$ cat src/rtl/buffer_tile_ctrl_pkg.sv
// Shared types and constants for the buffer tile sequencer and its output skid FIFO.
package buffer_tile_ctrl_pkg;

  typedef enum logic [1:0] {
    ST_IDLE  = 2'd0,
    ST_LOAD  = 2'd1,
    ST_DRAIN = 2'd2,
    ST_DONE  = 2'd3
  } tile_state_e;

  localparam int unsigned SKID_DEPTH = 2;
  localparam int unsigned SKID_CNT_W = $clog2(SKID_DEPTH + 1);

endpackage

$ cat src/rtl/buffer_tile_skid.sv
// Two-entry output skid FIFO absorbing the buffer's 1-cycle read latency under backpressure.
module buffer_tile_skid
  import buffer_tile_ctrl_pkg::*;
#(
  parameter int unsigned WIDTH = 129
) (
  input  logic                  clk,
  input  logic                  rst_n,
  input  logic                  push,
  input  logic [WIDTH-1:0]      push_data,
  input  logic                  pop,
  output logic [WIDTH-1:0]      head,
  output logic [SKID_CNT_W-1:0] cnt
);

  logic [WIDTH-1:0] mem [SKID_DEPTH];
  logic             wr_idx;
  logic             rd_idx;

  always_ff @(posedge clk or negedge rst_n) begin
    if (!rst_n) begin
      mem    <= '{default: '0};
      wr_idx <= 1'b0;
      rd_idx <= 1'b0;
      cnt    <= '0;
    end else begin
      if (push) begin
        mem[wr_idx] <= push_data;
        wr_idx      <= ~wr_idx;
      end
      if (pop) begin
        rd_idx <= ~rd_idx;
      end
      case ({push, pop})
        2'b10:   cnt <= cnt + 1'b1;
        2'b01:   cnt <= cnt - 1'b1;
        default: ;
      endcase
    end
  end

  assign head = mem[rd_idx];

  assert property (@(posedge clk) disable iff (!rst_n)
                   !(push && !pop && (cnt == SKID_CNT_W'(SKID_DEPTH))))
    else $error("buffer_tile_skid: push into full FIFO");

endmodule

$ cat src/rtl/buffer_tile_ctrl.sv
// Tile sequencer: loads rows into the accelerator buffer, then drains them in order to the array feeder.
module buffer_tile_ctrl
  import buffer_tile_ctrl_pkg::*;
#(
  parameter int unsigned DATA_WIDTH = 128,
  parameter int unsigned DEPTH      = 20,
  parameter int unsigned ADDR_WIDTH = $clog2(DEPTH),
  parameter int unsigned CNT_WIDTH  = $clog2(DEPTH + 1)
) (
  input  logic                  clk,
  input  logic                  rst_n,
  input  logic                  start,
  input  logic [CNT_WIDTH-1:0]  tile_rows,
  output logic                  busy,
  output logic                  done,
  output logic                  cfg_err,
  input  logic                  in_valid,
  output logic                  in_ready,
  input  logic [DATA_WIDTH-1:0] in_data,
  output logic                  out_valid,
  input  logic                  out_ready,
  output logic [DATA_WIDTH-1:0] out_data,
  output logic                  out_last,
  output logic                  buf_wr_en,
  output logic [ADDR_WIDTH-1:0] buf_wr_addr,
  output logic [DATA_WIDTH-1:0] buf_wr_data,
  output logic [ADDR_WIDTH-1:0] buf_rd_addr,
  input  logic [DATA_WIDTH-1:0] buf_rd_data
);

  localparam int unsigned OCC_W = SKID_CNT_W + 1;

  tile_state_e           state, state_nxt;
  logic [CNT_WIDTH-1:0]  rows;
  logic [CNT_WIDTH-1:0]  issued;
  logic [ADDR_WIDTH-1:0] wr_ptr;
  logic [ADDR_WIDTH-1:0] rd_ptr;
  logic                  inflight;
  logic                  inflight_last;
  logic                  cfg_err_q;

  logic                  start_ok;
  logic                  in_hs;
  logic                  wr_last;
  logic                  pop;
  logic                  issue;
  logic                  issue_last;
  logic [SKID_CNT_W-1:0] fifo_cnt;
  logic [DATA_WIDTH:0]   head;
  logic [OCC_W-1:0]      occ;
  logic [OCC_W-1:0]      room;

  assign start_ok = (tile_rows != '0) && (tile_rows <= CNT_WIDTH'(DEPTH));
  assign in_ready = (state == ST_LOAD);
  assign in_hs    = in_valid && in_ready;
  assign wr_last  = (CNT_WIDTH'(wr_ptr) == rows - 1'b1);

  assign buf_wr_en   = in_hs;
  assign buf_wr_addr = wr_ptr;
  assign buf_wr_data = in_data;
  assign buf_rd_addr = rd_ptr;

  assign out_valid = (fifo_cnt != '0);
  assign out_data  = head[DATA_WIDTH-1:0];
  assign out_last  = head[DATA_WIDTH];
  assign pop       = out_valid && out_ready;

  // Reads in flight count against FIFO space; a same-cycle pop frees one slot.
  assign occ        = {1'b0, fifo_cnt} + OCC_W'(inflight);
  assign room       = OCC_W'(SKID_DEPTH) + OCC_W'(pop);
  assign issue      = (state == ST_DRAIN) && (issued < rows) && (occ < room);
  assign issue_last = (issued == rows - 1'b1);

  assign busy    = (state != ST_IDLE);
  assign done    = (state == ST_DONE);
  assign cfg_err = cfg_err_q;

  always_ff @(posedge clk or negedge rst_n) begin
    if (!rst_n) begin
      state <= ST_IDLE;
    end else begin
      state <= state_nxt;
    end
  end

  always_comb begin
    state_nxt = state;
    case (state)
      ST_IDLE:  if (start && start_ok)  state_nxt = ST_LOAD;
      ST_LOAD:  if (in_hs && wr_last)   state_nxt = ST_DRAIN;
      ST_DRAIN: if (pop && out_last)    state_nxt = ST_DONE;
      ST_DONE:                          state_nxt = ST_IDLE;
      default:                          state_nxt = ST_IDLE;
    endcase
  end

  always_ff @(posedge clk or negedge rst_n) begin
    if (!rst_n) begin
      rows          <= '0;
      issued        <= '0;
      wr_ptr        <= '0;
      rd_ptr        <= '0;
      inflight      <= 1'b0;
      inflight_last <= 1'b0;
      cfg_err_q     <= 1'b0;
    end else begin
      cfg_err_q     <= (state == ST_IDLE) && start && !start_ok;
      inflight      <= issue;
      inflight_last <= issue && issue_last;
      case (state)
        ST_IDLE: begin
          if (start && start_ok) begin
            rows   <= tile_rows;
            wr_ptr <= '0;
          end
        end
        ST_LOAD: begin
          if (in_hs) begin
            if (wr_last) begin
              rd_ptr <= '0;
              issued <= '0;
            end else begin
              wr_ptr <= wr_ptr + 1'b1;
            end
          end
        end
        ST_DRAIN: begin
          if (issue) begin
            rd_ptr <= rd_ptr + 1'b1;
            issued <= issued + 1'b1;
          end
        end
        default: ;
      endcase
    end
  end

  buffer_tile_skid #(
    .WIDTH (DATA_WIDTH + 1)
  ) u_skid (
    .clk       (clk),
    .rst_n     (rst_n),
    .push      (inflight),
    .push_data ({inflight_last, buf_rd_data}),
    .pop       (pop),
    .head      (head),
    .cnt       (fifo_cnt)
  );

endmodule
$ cat config.mk
export PLATFORM = sky130hd
export DESIGN_NAME = buffer_tile_ctrl
export DESIGN_NICKNAME = d
export VERILOG_FILES = /design/src/rtl/buffer_tile_ctrl_pkg.sv /design/src/rtl/buffer_tile_skid.sv /design/src/rtl/buffer_tile_ctrl.sv
export SDC_FILE = /design/constraint.sdc
export NUM_CORES = 1
export LEC_CHECK = 0
export ABC_AREA = 1
export CAP_MARGIN = 20
export CORE_AREA = 2 2 207 209
export CTS_BUF_LIST = sky130_fd_sc_hd__clkbuf_16
export DETAILED_ROUTE_END_ITERATION = 7
export DIE_AREA = 0 0 209 211
export PLACE_DENSITY_LB_ADDON = 0.08
export SYNTH_ARGS = -nofsm -noshare
export SYNTH_HDL_FRONTEND = slang
export SYNTH_SLANG_ARGS = --single-unit
$ cat constraint.sdc
create_clock -name clk -period 1.7 [get_ports clk]
set_input_delay 0.425 -clock clk [delete_from_list [all_inputs] [get_ports clk]]
set_output_delay 0.425 -clock clk [all_outputs]
set_load 0.01 [all_outputs]
==> results of run 1 <==
[metrics by stage]
| stage | total power [uW] | instance area (um2) | setup slack [ns] | hold slack [ns] | std cells |
|---|---|---|---|---|---|
| floorplan | 21100 | 13900 | 0.0399 | 0.129 | 1761 |
| global placement | 30300 | 17000 | -0.330 | 0.380 | 2450 |
| detailed placement | 30400 | 17000 | -0.358 | 0.380 | 2450 |
| CTS | 37400 | 18200 | -0.855 | 0.409 | 2534 |
| global route | 44400 | 19700 | -0.651 | 0.459 | 2575 |
| finish | 41200 | 19700 | -0.559 | 0.413 | 2576 |
[path summary, 6_finish.rpt]
path | from | cells after the start | to | slack [ns]
worst min register to register | u_skid.mem[90] | 2 | u_skid.mem[90] | 0.48
max in group asynchronous | rst_n | 3 | u_skid.mem[196] | 0.64
worst max-delay path | u_skid.rd_idx | 7 | out_data[94] | -0.56
worst min-delay path | rst_n | 2 | u_skid.mem[212] | 0.41
min in group clk | buf_rd_data[111] | 3 | u_skid.mem[240] | 0.47
worst max register to register | issued[2] | 12 | buf_rd_addr[1] | -0.17
[power breakdown]
group / internal (uW) / leakage, uW / switching [uW] / total (uW)
clock network: 3900 / 0.000546 / 2870 / 6760
registers: 10200 / 0.00350 / 2300 / 12500
logic: 10500 / 0.00637 / 11400 / 21900
total: 24600 / 0.0104 / 16600 / 41200
[routing by layer]
| metal | routed length (um) | share of wire |
|---|---|---|
| met3 | 3530 | 0.080 |
| met1 | 19800 | 0.45 |
| met2 | 19800 | 0.45 |
| met5 | 27 | 0.00061 |
| met4 | 801 | 0.018 |
[critical path: stages, from the launching register on]
cell	delay, ns
dfrtp_4	0.52
clkinv_8	0.11
buf_12	0.14
buf_8	0.12
clkbuf_16	0.17
nand2_2	0.06
nand2_1	0.05
buf_2	0.14
[registers in the layout (all words and copies together), names as in the netlist]
name           flops
buf_rd_addr        5
buf_wr_addr        5
cfg_err            1
inflight           1
inflight_last      1
issued             5
rows               5
state              2
u_skid.cnt         2
u_skid.mem       258
u_skid.rd_idx      1
u_skid.wr_idx      1
[timing repair]
action | 4_1_cts | 5_1_grt
gates cloned | 5 | 15
resized for setup | 284 | 600
setup endpoints to repair | 163 | 164
hold buffers | 1 | 0
endpoints found under the hold margin | 33 | 0
pin swaps | 4 | 70
setup buffers | 18 | 33
[cell families (layout without fill, tap and decap cells)]
| logic type | count (synthesis) | after routing |
|---|---|---|
| and+or+nand+nor | 788 | 789 |
| buffers and inverters | 375 | 649 |
| DFF | 287 | 287 |
| AOI/OAI and AO/OA | 286 | 286 |
| adders and majority gates | 16 | 16 |
| xor gates and xnor gates | 9 | 9 |
| other | 0 | 1 |
[layout make-up]
class / instances / area share
diodes: 1 / 0.000127
clock buffers: 37 / 0.0471
repair buffers: 430 / 0.227
clock inverters: 23 / 0.00490
flip-flops and latches: 287 / 0.366
well taps: 539 / 0.0343
multi-input cells: 1100 / 0.290
inverters: 159 / 0.0310
[cells in the mapped netlist, types with 2 or more instances]
library cell	n	area, um2
nand2_2	3	18.8
nand2_1	720	2700
nor2_1	16	60.1
buf_1	5	18.8
xor2_1	6	52.6
o21ai_1	13	65.1
xnor2_1	3	26.3
clkbuf_1	73	274
nand3b_1	2	15.0
nor2_2	3	18.8
o21ai_0	258	1290
nand4_1	3	18.8
ha_1	16	200
nand2_4	3	33.8
buf_2	8	40.0
inv_1	158	593
nand3_1	33	165
dfrtp_1	287	7180
buf_4	129	968
nor3_1	3	15.0
a21oi_1	11	55.1
==> metrics, run 1 <==
status finished with violations; failing checks negative setup slack; Async SR Flop Fraction 1.00; Antenna Nets Post-Route 0; peak supply drop 0.918 mV; routed len/inst 17.1 um; commonest non-fill, non-tap cell in the layout nand2_1; Crit. End Element output pin; area of the multi-input gates between 0.005 and 0.006 mm2; Yosys reg bits between 200 and 300; DRC 0; max cap viols 0; Seq/Total Area, Yosys 0.517; Clock Tree Root clkbuf_16; leading cell types in the layout, fill and taps excluded nand2_1, dfrtp_1, o21ai_0; Slew Limit Fails 0; period utilization 1.33; Final Util 0.471; mean post-synth cell area 7.89 um2; Port Buf Inserts 282; setup TNS -61.72 ns; Die Span Y 211 um; fin worst setup slack -0.559 ns; WP data required 1.27 ns; f_max 0.443 GHz; Worst Setup Start Kind flop; relative slew slack 0.705; Pleak 0.0104 uW; HP Class in -> async; drt via density 4.63; RSZ-0062 raised after global routing yes; largest net degree at the start of global routing 93; Worst-Margin Slew 0.442 ns; router iterations before antenna repair 7; Clock Tree Buf Depth 3; vias 11918; nets@finish approximately 2300; Die W roughly 210 um; Post-Route WL approximately 44000 um; met2 usage 0.283; worst setup path class reg -> out; Fin. Hold Viols 0; largest family of logic cells by synthesized area simple AND/OR/NAND/NOR gates; Initial Utilization 0.333; Core ar. 0.0418 mm2; Simple-Gate Fraction of Synth Area 0.220; CTS H-tree depth 2; critical path fanouts, max 8; adder-cell share of the synthesized area 0.0144; first-pass GRT wire length approximately 64000 um; grt met1 use 0.256; First DRT Iteration DRCs between 700 and 800; Main synth FF type dfrtp_1; Clock Sink Count 287; Clk pin slew, worst setup/hold paths 0.06 ns; ratio of cells with drive above 1 in the final layout 0.271; GRT busiest layer met2; site row count 75; Syn Inst Count 1761; Post-Syn Nets 2043; arrival time worst endpoint 1.83 ns; PD cells 2090 mW/mm2; CTS tree built; Tmin final 2.26 ns; number of fill cells approximately 4000; mux cell area share after synthesis 0; Post-Synth XOR/XNOR Area 0.00568; area fraction in compound gates after synthesis 0.105; Die ar. 0.0441 mm2; Max Clock Skew 0.0124 ns; vias in the first global route 11429; synth warn 0; EDFF count, synth 0; I/O pin total about 540; GRT overflow 0; number of CTS-inserted buffers 35; Distinct cells, synth 29; Finish-stage setup viols 151; sequential cell area 0.00719 mm2; Post-Syn Area between 0.01 and 0.015 mm2; clk_lat worst skew approximately 0.53 ns; Area Growth Syn to Fin 41.7%; GP Congestion 0.789; initial antenna violation count 3; GRT Util Overall 0.186; GR Layer Usage met3 0.0599; DP Wirelength around 28000 um
Power figures use the tool's default switching activity.
==> run 2: changes to the inputs <==
- TNS_END_PERCENT: not set -> 10
==> run 2 against run 1 <==
The run still ends with negative setup slack left. Cell area shrank 5.3%. Global-route usage shrank 0.16 points. Flip-flop and latch count is the same. Total power decreased by 7.0%. Maximum frequency fell by 2.5%. Register-to-register slack gained 0.11 ns. Setup slack worse by 0.057 ns. Via count shrank 2.1%.
==> metrics, run 2 (synthesis gave the netlist of run 1 again) <==
status finished with violations; failing checks negative setup slack; Core ar. approximately 0.042 mm2; fin worst setup slack -0.616 ns; Clock Tree Root clkbuf_16; first-pass GRT wire length 64000 um; initial antenna violation count 2; leading cell types in the layout, fill and taps excluded nand2_1, dfrtp_1, o21ai_0; DRC 0; DP Wirelength 28200 um; relative slew slack 0.716; GRT overflow 0; critical path fanouts, max 5; Slew Limit Fails 0; PD cells 2060 mW/mm2; Port Buf Inserts 282; part of the power in the clock network 0.176; peak supply drop approximately 0.86 mV; router iterations before antenna repair 5; Pint 23100 uW; I/O pin total 539; CTS tree built; drt via density 4.57; Fin. Hold Viols 0; worst setup path class reg -> out; nets@finish 2270; vias between 10000 and 15000; Die W between 200 and 250 um; Antenna Nets Post-Route 0; RSZ-0062 raised after global routing yes; HP Class in -> async; Die ar. 0.0441 mm2; Post-Route WL 42400 um; Max Clock Skew 0.0123 ns; Worst Setup Start Kind flop; CTS H-tree depth 2; number of CTS-inserted buffers 35; max cap viols 0; Pleak 0.00984 uW; max reg flops between 200 and 300; f_max 0.432 GHz; Area Growth Syn to Fin 34.1%; Worst-Margin Slew 0.426 ns; WP data required 1.27 ns; Switch Pwr 15200 uW; GP Congestion 0.789; Flop pwr share 0.320; ratio of cells with drive above 1 in the final layout 0.204; commonest non-fill, non-tap cell in the layout nand2_1; setup TNS -60.68 ns; Clk pin slew, worst setup/hold paths 0.06 ns; Initial Utilization 0.333; Switching Share 0.397; Finish-stage setup viols 145; Fin Hold WS 0.420 ns; Clock Tree Buf Depth 3; Die Span Y approximately 210 um; Reg with most FFs u_skid.mem; Clock Sink Count 287; vias in the first global route 11338; site row count 75; largest net degree at the start of global routing 93; Tmin final roughly 2.3 ns; First DRT Iteration DRCs between 800 and 900; period utilization 1.36; Comb pwr share 0.504; Crit. End Element output pin; GRT Util Overall 0.185; arrival time worst endpoint between 1.5 and 2 ns; clk_lat worst skew 0.53 ns; routed len/inst 16.6 um
## run 2: layer usage
metal	wire length, um	GRT usage
met1	19500	0.254
met5	13	0
met2	18800	0.281
met4	794	0.0490
met3	3280	0.0586
## run 2: metrics by stage
step	instance area [um2]	instances	utilization	setup slack (ns)	power, uW
after floorplan	13900	1761	-	0.0399	21100
after global placement	17000	2450	0.407	-0.330	30300
after detailed placement	17000	2450	0.407	-0.358	30400
after CTS	18100	2518	0.433	-0.855	37200
after global routing	18600	2550	0.446	-0.679	41500
final	18600	2551	0.446	-0.616	38300
## run 2: area by class of cell
cell class,instances,area (um2)
flip-flops and latches,287,7200
repair buffers,406,4010
well taps,539,674
diodes,1,2.50
clock buffers,37,926
clock inverters,23,96.3
multi-input cells,1099,5110
inverters,159,609
fillers,4175,23100
## run 2: worst max-delay path, cell delays in order (launching register included)
cell      delay (ns)
dfrtp_4         0.49
clkinv_8        0.09
buf_8           0.14
buf_8           0.13
buf_16          0.14
buf_8           0.13
nand2_2         0.07
nand2_4         0.06
buf_6           0.12
## run 2: power groups by stage
stage               combinational, uW  clock [uW]  sequential [uW]
CTS                             18200        6980            12100
global placement                18100           0            12100
finish                          19300        6750            12300
global route                    21500        7260            12700
floorplan                        9430           0            11700
detailed placement              18300           0            12100
## run 2: what timing repair did
action,in CTS,in global routing
endpoints found under the hold margin,33,0
hold buffers,1,0
resized for setup,264,401
pin swaps,1,19
setup buffers,4,25
cloned,3,9
endpoints found under the setup margin,163,160
## run 2: worst paths after layout
kind	startpoint	end	slack (ns)	depth (start not counted)
setup reg to reg	rows[3]	buf_rd_addr[0]	-0.06	11
setup / recovery	u_skid.rd_idx	out_data[123]	-0.62	8
max in group asynchronous	rst_n	u_skid.mem[46]	0.62	3
hold reg to reg	u_skid.mem[142]	u_skid.mem[142]	0.48	2
hold / removal	rst_n	u_skid.mem[25]	0.42	2
min in group clk	buf_rd_data[111]	u_skid.mem[240]	0.47	3
==> run 3: changes to the inputs <==
- SETUP_SLACK_MARGIN: not set -> 0.1
==> run 3 against run 2 <==
The flow still finishes with violations (negative setup slack). Total power grew 5.9%. Critical endpoint is now out_data[42]. Cell area grew 3.2%. Non-clock buffer count grew 1. Combinational power grew 7%. Global-route usage grew 0.066 points. Sequential share of layout area shrank 1.2 points.
==> metrics, run 3 (synthesis gave the netlist of run 1 again) <==
Finish-stage setup viols 145; Crit. End Element output pin; DRC 0; number of CTS-inserted buffers 35; Clock Tree Root clkbuf_16; max cap viols 0; initial antenna violation count 5; HP Class in -> async; Reg with most FFs u_skid.mem; Max Clock Skew 0.00837 ns; Core ar. 0.0418 mm2; largest net degree at the start of global routing 54; site row count 75; relative slew slack 0.771; vias in the first global route 11238; failing checks negative setup slack; CTS H-tree depth 2; DP Wirelength between 20000 and 30000 um; Fin Hold WS 0.385 ns; Pleak 0.0100 uW; Worst-Margin Slew around 0.34 ns; first-pass GRT wire length 64100 um; GP Congestion 0.803; First DRT Iteration DRCs 746; number of fill cells approximately 4100; Final Util 0.460; Die W 209 um; Die Span Y ~210 um; vias 11649; ratio of cells with drive above 1 in the final layout 0.249; router iterations before antenna repair 5; drt via density around 4.6; status finished with violations; RSZ-0062 raised after global routing yes; Clock Sink Count 287; Clk pin slew, worst setup/hold paths 0.06 ns; f_max 0.438 GHz; Initial Utilization 0.333; fin worst setup slack -0.586 ns; GRT overflow 0; Area Growth Syn to Fin 38.5%; Tmin final between 2 and 2.5 ns; GRT busiest layer met2; Antenna Nets Post-Route 0; GRT Util Overall 0.185; grt met1 use 0.250; Worst Setup Start Kind flop; arrival time worst endpoint 1.86 ns; Clock Tree Buf Depth 3; Fin. Hold Viols 0; worst setup path class reg -> out; Slew Limit Fails 0; I/O pin total 539; WP data required about 1.3 ns; critical path fanouts, max 5; commonest non-fill, non-tap cell in the layout nand2_1; clk_lat worst skew 0.52 ns; period utilization 1.34; Die ar. 0.0441 mm2; max reg flops between 200 and 300; setup TNS -65.41 ns; GR Layer Usage met3 0.0598; CTS tree built; routed len/inst 16.5 um; leading cell types in the layout, fill and taps excluded nand2_1, dfrtp_1, o21ai_0; PD cells 2110 mW/mm2; Post-Route WL 42200 um; nets@finish 2271; Port Buf Inserts 282; peak supply drop 0.924 mV; met2 usage 0.282
-- run 3: final timing paths --
kind | from | to | slack (ns) | depth (start not counted)
max | u_skid.rd_idx | out_data[42] | -0.59 | 8
min | rst_n | u_skid.mem[41] | 0.38 | 2
max reg2reg | issued[4] | buf_rd_addr[1] | -0.07 | 10
min reg2reg | u_skid.mem[220] | u_skid.mem[220] | 0.48 | 2
max in group asynchronous | rst_n | u_skid.mem[15] | 0.64 | 4
min in group clk | buf_rd_data[108] | u_skid.mem[237] | 0.47 | 3
-- run 3: layout make-up --
cell class,count,area [um2],area share
diodes,2,5.00,0.000260
clock buffers,37,926,0.0481
clock inverters,25,231,0.0120
inverters,159,612,0.0318
multi-input cells,1099,5370,0.279
flip-flops and latches,287,7190,0.374
well taps,539,674,0.0351
repair buffers,407,4210,0.219
-- run 3: worst max-delay path: stages, from the launching register on --
cell and delay, ns:
dfrtp_4 0.55, inv_12 0.08, buf_6 0.10, buf_6 0.09
buf_12 0.12, clkbuf_16 0.16, nand2_2 0.05, nand2_1 0.06
buf_2 0.12
-- run 3: power by group --
| part | switching [uW] | internal (uW) | leakage [uW] |
|---|---|---|---|
| sequential | 2110 | 10200 | 0.00350 |
| combinational | 10800 | 9830 | 0.00594 |
| clock | 2920 | 4670 | 0.000592 |
| total | 15900 | 24700 | 0.0100 |
-- run 3: routing by layer --
metal	routed length, um	vias up
li1	-	5787
met1	18800	5377
met5	39	-
met2	18800	393
met3	3510	86
met4	1080	6
-- run 3: what timing repair did --
| item | CTS | global route |
|---|---|---|
| buffers inserted | 10 | 8 |
| resized for setup | 667 | 214 |
| setup endpoints to repair | 164 | 262 |
| pin swaps | 23 | 44 |
| endpoints found under the hold margin | 25 | 0 |
| cloned | 5 | 12 |
| hold buffers | 1 | 0 |
-- run 3: per-stage QoR --
stage	setup WS, ns	area, um2	power, uW	std cells
2_1_floorplan	0.0466	13900	21200	1761
5_1_grt	-0.668	19200	43800	2553
3_3_place_gp	-0.320	17100	30400	2456
6_report	-0.586	19200	40600	2555
3_5_place_dp	-0.343	17100	30500	2456
4_1_cts	-0.821	18300	38400	2534
